[src/rtl/ifu_fetch_queue.sv]
// Instruction fetch unit: sequential fetch, one request outstanding, in-order queue to decoder.
// Optional IFU_BYPASS_EN: forward a response straight to the decoder when the queue is empty.
module ifu_fetch_queue #(
    parameter logic [31:0] RESET_PC = 32'h0040_0000,
    parameter int          DEPTH    = 4
) (
    input  logic        clk,
    input  logic        rst,
    output logic        im_req,
    output logic [31:0] im_addr,
    input  logic        im_gnt,
    input  logic        im_rvalid,
    input  logic [31:0] im_rdata,
    input  logic        redirect,
    input  logic [31:0] redirect_pc,
    output logic        instr_valid,
    output logic [31:0] instr,
    output logic [31:0] instr_pc,
    input  logic        instr_ready
);

    localparam int AW = $clog2(DEPTH);
    localparam int CW = AW + 1;
    localparam logic [CW-1:0] DEPTH_C = CW'(DEPTH);

    logic [31:0]   fetch_pc_q, fetch_pc_d;
    logic [31:0]   req_pc_q, req_pc_d;
    logic          outstanding_q, outstanding_d;
    logic          drop_q, drop_d;
    logic [AW-1:0] rd_ptr_q, rd_ptr_d;
    logic [AW-1:0] wr_ptr_q, wr_ptr_d;
    logic [CW-1:0] count_q, count_d;
    logic [31:0]   pc_q   [DEPTH];
    logic [31:0]   word_q [DEPTH];

    logic fire;
    logic rsp;
    logic has;
    logic byp;
    logic push;
    logic pop;

    assign has  = (count_q != '0);
    assign rsp  = im_rvalid && outstanding_q;
    assign fire = im_req && im_gnt;

    assign im_req  = !rst && !redirect && !outstanding_q && (count_q < DEPTH_C);
    assign im_addr = fetch_pc_q;

`ifdef IFU_BYPASS_EN
    assign byp = !has && !drop_q && rsp && !redirect;
`else
    assign byp = 1'b0;
`endif

    // A bypassed word taken by the decoder this cycle never enters the queue
    assign push = rsp && !drop_q && !redirect && !(byp && instr_ready);
    assign pop  = has && instr_ready && !redirect;

    always_comb begin
        instr_valid = has || byp;
        instr       = '0;
        instr_pc    = '0;
        if (has) begin
            instr    = word_q[rd_ptr_q];
            instr_pc = pc_q[rd_ptr_q];
        end else if (byp) begin
            instr    = im_rdata;
            instr_pc = req_pc_q;
        end
    end

    always_comb begin
        fetch_pc_d    = fetch_pc_q;
        req_pc_d      = req_pc_q;
        outstanding_d = outstanding_q;
        drop_d        = drop_q;
        rd_ptr_d      = rd_ptr_q;
        wr_ptr_d      = wr_ptr_q;
        count_d       = count_q;
        if (redirect) begin
            fetch_pc_d = redirect_pc & 32'hFFFF_FFFC;
            rd_ptr_d   = '0;
            wr_ptr_d   = '0;
            count_d    = '0;
            if (rsp) begin
                outstanding_d = 1'b0;
                drop_d        = 1'b0;
            end else if (outstanding_q) begin
                drop_d = 1'b1;
            end
        end else begin
            if (fire) begin
                outstanding_d = 1'b1;
                req_pc_d      = fetch_pc_q;
                fetch_pc_d    = fetch_pc_q + 32'd4;
            end
            if (rsp) begin
                outstanding_d = 1'b0;
                drop_d        = 1'b0;
            end
            if (push) wr_ptr_d = wr_ptr_q + 1'b1;
            if (pop)  rd_ptr_d = rd_ptr_q + 1'b1;
            count_d = count_q + CW'(push) - CW'(pop);
        end
    end

    always_ff @(posedge clk) begin
        if (rst) begin
            fetch_pc_q    <= RESET_PC;
            req_pc_q      <= '0;
            outstanding_q <= 1'b0;
            drop_q        <= 1'b0;
            rd_ptr_q      <= '0;
            wr_ptr_q      <= '0;
            count_q       <= '0;
        end else begin
            fetch_pc_q    <= fetch_pc_d;
            req_pc_q      <= req_pc_d;
            outstanding_q <= outstanding_d;
            drop_q        <= drop_d;
            rd_ptr_q      <= rd_ptr_d;
            wr_ptr_q      <= wr_ptr_d;
            count_q       <= count_d;
        end
    end

    // Storage is qualified by count, so it needs no reset
    always_ff @(posedge clk) begin
        if (!rst && push) begin
            pc_q[wr_ptr_q]   <= req_pc_q;
            word_q[wr_ptr_q] <= im_rdata;
        end
    end

endmodule

[config.mk]
export PLATFORM = sky130hd
export DESIGN_NAME = ifu_fetch_queue
export DESIGN_NICKNAME = d
export VERILOG_FILES = /design/src/rtl/ifu_fetch_queue.sv
export SDC_FILE = /design/constraint.sdc
export NUM_CORES = 1
export LEC_CHECK = 0
export BUFFER_PORTS_ARGS = -buffer_cell sky130_fd_sc_hd__buf_2
export CAP_MARGIN = 10
export CORE_MARGIN = 4
export CORE_UTILIZATION = 52
export CTS_BUF_LIST = sky130_fd_sc_hd__clkbuf_8
export CTS_CLUSTER_DIAMETER = 120
export CTS_CLUSTER_SIZE = 25
export DETAILED_ROUTE_END_ITERATION = 12
export PLACE_DENSITY = 0.72
export SYNTH_ARGS = -nofsm -noshare
export SYNTH_HDL_FRONTEND = slang
export SYNTH_SLANG_ARGS = --single-unit
[constraint.sdc]
create_clock -name clk -period 8.5 [get_ports clk]
set_input_delay 0.425 -clock clk [delete_from_list [all_inputs] [get_ports clk]]
set_output_delay 0.425 -clock clk [all_outputs]
set_load 0.1 [all_outputs]
==> results of run 1 <==
[layout make-up]
type	instances	share of cell area (%)
clock buffer	17	1.67
tap	319	2.85
inverter	15	0.402
clock inverter	11	0.331
multi-input combinational	428	25.2
timing repair buffer	168	6.13
sequential	319	63.4
[layout by cell type, fill, tap and decap left out, types with 8 or more instances in the layout]
master / count
buf_2: 161
a211oi_1: 8
clkbuf_8: 17
edfxtp_1: 248
nand2_1: 86
dfxtp_1: 69
mux4_2: 62
inv_1: 25
nor2_1: 25
a21oi_1: 53
xnor2_1: 19
nand4_1: 10
nor2b_1: 62
nor3_1: 9
nand3_1: 12
[per-stage QoR]
step | setup WS [ns] | hold WS [ns] | instance area [µm²]
after floorplan | 5.55 | 0.460 | 12700
after detailed placement | 5.49 | 0.487 | 13700
after global placement | 5.47 | 0.482 | 13700
after global routing | 4.69 | 0.0512 | 14000
after CTS | 4.87 | 0.0542 | 14000
final | 5.01 | 0.0863 | 14000
[registers in the layout (all words and copies together), names as in the netlist, named ones only]
name,count
req_pc_q,30
pc_q,120
count_q,3
outstanding_q,1
word_q,128
wr_ptr_q,2
drop_q,1
rd_ptr_q,2
im_addr,30
[synthesized netlist by cell type (3+ instances only)]
library cell    n
o22ai_1         7
dfxtp_1        71
nand3_1        12
mux4_2         62
nor3_1         10
buf_2           8
clkbuf_1       33
and2_1          6
and4_1          3
nand2_1        86
nand4_1        10
nor3b_1         3
xor2_1          6
xnor2_1        19
nor4_1          6
nor2_1         25
and3_1          6
inv_1          15
buf_4           5
edfxtp_1      248
mux2i_1         3
nor2b_1        62
buf_1           3
a211oi_1        8
a21oi_1        53
ha_1            7
[cell families after synthesis]
family | Yosys count
simple gates | 244
xor+xnor | 25
flops | 319
fa+ha+maj | 8
compound gates | 81
other cells | 1
buf+inv | 65
mux | 66
[how the worst max path moves through the flow]
stage,start,end,slack (ns),depth (start not counted)
after CTS,register,instr_pc[17],4.87,4
after detailed placement,register,instr_pc[17],5.49,4
after global routing,register,instr_pc[17],4.69,4
after global placement,register,instr_pc[17],5.47,4
after floorplan,outstanding_q,pc_q[0][10],5.55,5
final,register,instr_pc[17],5.01,4
[report_power, final]
group          switching, mW  total, mW  internal (mW)
registers             0.0207       1.70           1.68
clock network          0.437      0.628          0.191
logic                  0.140      0.179         0.0389
total                  0.598       2.51           1.91
[routing by layer]
layer  GRT usage (%)  wire length (µm)  vias up
met5               0                 0        -
met4            3.13               344        0
met3            2.66              1510       25
met2            30.5             12000      206
met1            27.6             11400     3509
li1                -                 -     3313
==> summary.md, run 1 <==
| Metric | Value |
|---|---|
| Avg Cell Area, Syn | `around 16 µm²` |
| Layout cells sized above 1 | `between 20% and 30%` |
| Full die area | `~0.027 mm²` |
| Largest cells by area after synthesis | `edfxtp_1, dfxtp_1, mux4_2` |
| Synth top area share | `approximately three fifths` |
| Critical hold path startpoint | `im_rvalid` |
| Global route total overflow | `0` |
| Slowest CP cell | `buf_4` |
| Critical path required time | `a little over 8 ns` |
| # placed instances | `around 1.2k` |
| Compound-gate portion of the synthesized area | `3.69%` |
| Synth cell types | `between 50 and 60` |
| Startpoint class of the critical path | `register` |
| Final Net Count | `about 1.0k` |
| Reg2reg end | `pc_q[1][18]` |
| Simple-gate share of the synthesized area | `approximately a tenth` |
| Die W | `164 µm` |
| Post-synth top flop | `edfxtp_1` |
| Clock sink count | `approximately 320` |
| Total setup buffers inserted after CTS | `0` |
| Critical path's largest stage delay | `slightly below 0.8 ns` |
| Starting Density | `about 53%` |
| Final period utilization | `between 40% and 50%` |
| Number of synthesized flops with an enable pin | `248` |
| Synth warnings | `0` |
| Via density | `between 5 and 6` |
| Mapped Cells | `809` |
| Min-delay worst type | `in -> reg` |
| ANT nets after route | `0` |
| Routability cong. | `between 0.7 and 0.8` |
| Die H | `~160 µm` |
| Post-DP HPWL | `14,900 µm` |
| CP Max Fanout | `44` |
| Slew HR | `between 20% and 30%` |
| CTS resizes | `0` |
| CTS clk-pin slew, worst paths | `0.15 ns` |
| Largest area contributor in the netlist | `edfxtp_1` |
| R2r worst-path depth | `5` |
| Fin util | `59.1%` |
| Htree depth | `1` |
| Rows | `56` |
| XOR/XNOR share of the synthesized area | `between 1.5 and 2%` |
| Input/output buffers | `about 160` |
| Critical-path cell list | `buf_4 -> mux4_2 -> nor2b_1 -> buf_2` |
| Overall Power | `2.51 mW` |
| Critical path class | `reg -> out` |
| Arr. time, crit path | `3.06 ns` |
| Non-filler cells, final | `about 1.3k` |
| CTS tree | `done` |
| Clock Path Buffers | `3` |
| Hold Path Cell Cnt | `2` |
| GRT Total Usage | `between 10% and 20%` |
| CTS root buffer | `clkbuf_8` |
| CTS hold repair buffers | `0` |
| Reg2reg start | `outstanding_q` |
| Lkg Pwr | `roughly 4.6 nW` |
| Layout Area Growth over Synthesis | `10.6%` |
| FF/Latch Area | `slightly below 0.009 mm²` |
| RSZ-0062 raised after global routing | `false` |
| Mux contribution to synthesized area | `a little under an eighth` |
| Final-report hold violation count | `0` |
| Mapped cell area | `roughly 0.013 mm²` |
| Ys async rst share | `0%` |
| Final setup viols | `0` |
| Worst path top cell family by delay | `buffers and inverters` |
| Area of the multi-input gates | `between 0.003 and 0.004 mm²` |
| Antenna diode count | `0` |
| Vias | `just over 7k` |
| PD cells | `approximately 180 mW/mm²` |
| Vias in the first global route | `about 7.0k` |
| FMAX | `~0.29 GHz` |
| Drt pass-1 iters | `5` |
| Final min period | `between 3 and 4 ns` |
| Fill cell count | `between 1.5k and 2k` |
| Max Slew Vio Count | `0` |
| Global-route wire length before repair | `roughly 40,000 µm` |
| Largest family of logic cells by synthesized area | `multiplexers` |
| Reg2Reg Setup Slack | `between 5 and 6 ns` |
| Yosys reg bits | `319` |
| Status | `completed` |
| CP bufs+invs | `2` |
| Core box area | `between 0.02 and 0.025 mm²` |
| Seq/Total Area, Yosys | `between 70% and 80%` |
| DRC | `0` |
| Wire per inst | `19.7 µm` |
| Skew-Pair Late Insertion Delay | `around 0.53 ns` |
| Worst-Margin Slew | `~1.1 ns` |
| Initial antenna violation count | `0` |
| First DRT Iteration DRCs | `between 400 and 500` |
| Hold Path End | `drop_q` |
| Largest net degree at the start of global routing | `66` |
| Final setup skew | `about 0.026 ns` |
| Peak supply drop | `0.0000873 V` |
| TNS Setup | `0 ns` |
| CTS Buf Count | `16` |
| IO Count | `approximately 170` |
| # Max-Cap Violations | `0` |
| WL final | `roughly 25,000 µm` |
| Crit. End Element | `output pin` |
| Area share of fa/ha/maj cells after synthesis | `less than 1%` |
Note: power is estimated with default switching activity, not from simulation.
==> run 2, diff against run 1 <==
Settings changed: PLACE_DENSITY 0.72 to 0.75.
Clock period 8.5 ns to 2.9 ns, I/O delays scaled along.
==> run 2 against run 1 <==
Against the previous run:
- sequential cell count stayed put
- final area is 6.5% higher
- sequential power grew to 2.9 times the previous value
- core utilization is 3.8 points higher
- clock power grew to 2.9 times the previous value
- hold slack worse by 0.056 ns
- critical path depth stayed put
- combinational power grew to 3.3 times the previous value
- wire length is 4.2% higher
==> summary.md, run 2 (synthesized netlist as in run 1, its figures left out) <==
| Metric | Value |
|---|---|
| Worst hold slack | `0.0300 ns (-0.0563 ns)` |
| Regs by FF count | `word_q x128, pc_q x120` |
| FMAX | `about 0.37 GHz` |
| RSZ-0062 raised after global routing | `false` |
| Switching share of power | `23.5% (-0.27 points)` |
| Htree depth | `1 (unchanged)` |
| Total setup buffers inserted after CTS | `0 (unchanged)` |
| Global route total overflow | `0 (unchanged)` |
| ANT nets after route | `0 (unchanged)` |
| Clock power share | `24.6% (-0.4 points)` |
| Gate power share | `8.0% (+0.9 points)` |
| Most flop-heavy register | `word_q` |
| WL final | `26,200 µm (+4.2%)` |
| GRT Total Usage | `19.7% (+1.0 points)` |
| Critical hold path startpoint | `redirect` |
| Starting Density | `53.4% (unchanged)` |
| Final period utilization | `between 90% and 100%` |
| Final-report hold violation count | `0 (unchanged)` |
| Via density | `5.54 (+0.26%)` |
| Slew HR | `46.7% (+17 points)` |
| DRC | `0 (unchanged)` |
| CTS tree | `done` |
| TNS Setup | `0 ns (unchanged)` |
| Layout Area Growth over Synthesis | `17.8%` |
| Clock sink count | `319 (unchanged)` |
| Vias | `7,520 (+6.6%)` |
| Initial antenna violation count | `1 (+1)` |
| IO Count | `168 (unchanged)` |
| Non-filler cells, final | `1,358 (+6.3%)` |
| CP Max Fanout | `18 (-59%)` |
| Largest net degree at the start of global routing | `64 (-3.0%)` |
| Switching power | `1.74 mW (+190%)` |
| Vias in the first global route | `7,659 (+10%)` |
| Die H | `164 µm (unchanged)` |
| Max FFs per register | `128 (unchanged)` |
| First DRT Iteration DRCs | `473 (+7.0%)` |
| Clock Path Buffers | `3 (unchanged)` |
| # placed instances | `1,265 (+1.3%)` |
| Full die area | `0.0269 mm² (unchanged)` |
| Final Net Count | `1,107 (+7.9%)` |
| Internal | `5.67 mW (+200%)` |
| Final setup skew | `0.0117 ns (-0.0142 ns)` |
| CTS clk-pin slew, worst paths | `0.15 ns (about the same)` |
| Core box area | `0.0237 mm² (unchanged)` |
| Reg2reg start | `outstanding_q` |
| Crit. End Element | `output pin` |
| Critical path class | `reg -> out` |
| Arr. time, crit path | `2.53 ns (-0.53 ns)` |
| Routability cong. | `0.818 (+4.8%)` |
| Rows | `56 (unchanged)` |
| CTS root buffer | `clkbuf_8` |
| Min-delay worst type | `in -> reg` |
| Input/output buffers | `161 (unchanged)` |
| Final min period | `roughly 2.7 ns` |
| Fill cell count | `1,798 (-5.1%)` |
| Layout cells sized above 1 | `27.0% (-0.62 points)` |
| Critical path required time | `2.76 ns (-5.32 ns)` |
| Worst-Margin Slew | `0.799 ns (-0.253 ns)` |
| Skew-Pair Late Insertion Delay | `0.53 ns (about the same)` |
| Drt pass-1 iters | `5 (unchanged)` |
| Final setup viols | `0 (unchanged)` |
| Leading cell type in the layout, fill and taps excluded | `edfxtp_1` |
| Status | `completed` |
| # Max-Cap Violations | `0 (unchanged)` |
| Global-route wire length before repair | `41,900 µm (+6.3%)` |
| FF/Latch Area | `0.00888 mm² (unchanged)` |
| Area of the multi-input gates | `0.00353 mm² (unchanged)` |
| CTS Buf Count | `16 (unchanged)` |
| Die W | `164 µm (unchanged)` |
| Most frequent cells in the layout | `edfxtp_1, buf_2, nand2_1` |
| Antenna diode count | `0 (unchanged)` |
| Post-DP HPWL | `16,600 µm (+11%)` |
| PD cells | `497 mW/mm² (+180%)` |
| Wire per inst | `19.3 µm (-2.0%)` |
| Startpoint class of the critical path | `register` |
| Seq pwr share | `67.4% (-0.5 points)` |
| Lkg Pwr | `5.00 nW (+8.5%)` |
| Max Slew Vio Count | `0 (unchanged)` |
| Peak supply drop | `0.000302 V (+250%)` |
[run 2: cell count changes in the layout (fill, tap and decap cells not counted), sizes merged]
cell         previous run  this run
dlygate4sd3             0        65
buf                   168       184
[run 2: path summary, 6_finish.rpt]
path | to | slack (ns) | cells past startpoint
hold / removal | wr_ptr_q[1] | 0.03 | 4
setup reg to reg | count_q[2] | 0.49 | 10
setup / recovery | instr[31] | 0.22 | 4
hold reg to reg | req_pc_q[21] | 0.51 | 2
[run 2: area by class of cell]
| class | count | share of cell area, % |
|---|---|---|
| multi-input cells | 428 | 23.7 |
| well taps | 319 | 2.68 |
| inverters | 15 | 0.378 |
| clock buffers | 17 | 1.57 |
| repair buffers | 249 | 11.8 |
| clock inverters | 11 | 0.310 |
| flip-flops and latches | 319 | 59.5 |
[run 2: metal layers]
layer	wire, µm	share of wire, %	global-route usage, %	vias to the layer above
li1	-	-	-	3474
met1	11400	43	28.2	3761
met2	12700	49	32.7	249
met3	1770	6.8	3.44	34
met4	348	1.3	3.35	2
met5	7	0.027	0	-
[run 2: repair_timing]
| action | in CTS | in global routing |
|---|---|---|
| hold endpoints to repair | 171 | 0 |
| resized for setup | 0 | 0 |
| hold buffers | 65 | 0 |
[run 2: power groups by stage]
stage                     registers, mW  logic [mW]  clock network [mW]
after floorplan                    5.28       0.195                   0
after global placement             5.09       0.518                   0
after detailed placement           5.10       0.523                   0
after CTS                          4.99       0.591                1.91
after global routing               5.00       0.627                2.08
final                              5.00       0.594                1.82
[run 2: critical path, cell delays in order, from the launching register on]
cell	delay [ns]
dfxtp_4	0.64
buf_4	0.34
mux4_2	0.53
nor2b_1	0.15
buf_2	0.34
[run 2: metrics by stage]
stage	instance area, µm²	worst slack [ns]	power, mW	utilization [%]
after floorplan	12700	0.185	5.47	-
after global placement	14000	0.514	5.61	59.0
after detailed placement	14000	0.514	5.62	59.0
after CTS	14900	0.135	7.49	63.0
after global routing	14900	0.0347	7.71	63.0
final	14900	0.222	7.41	63.0
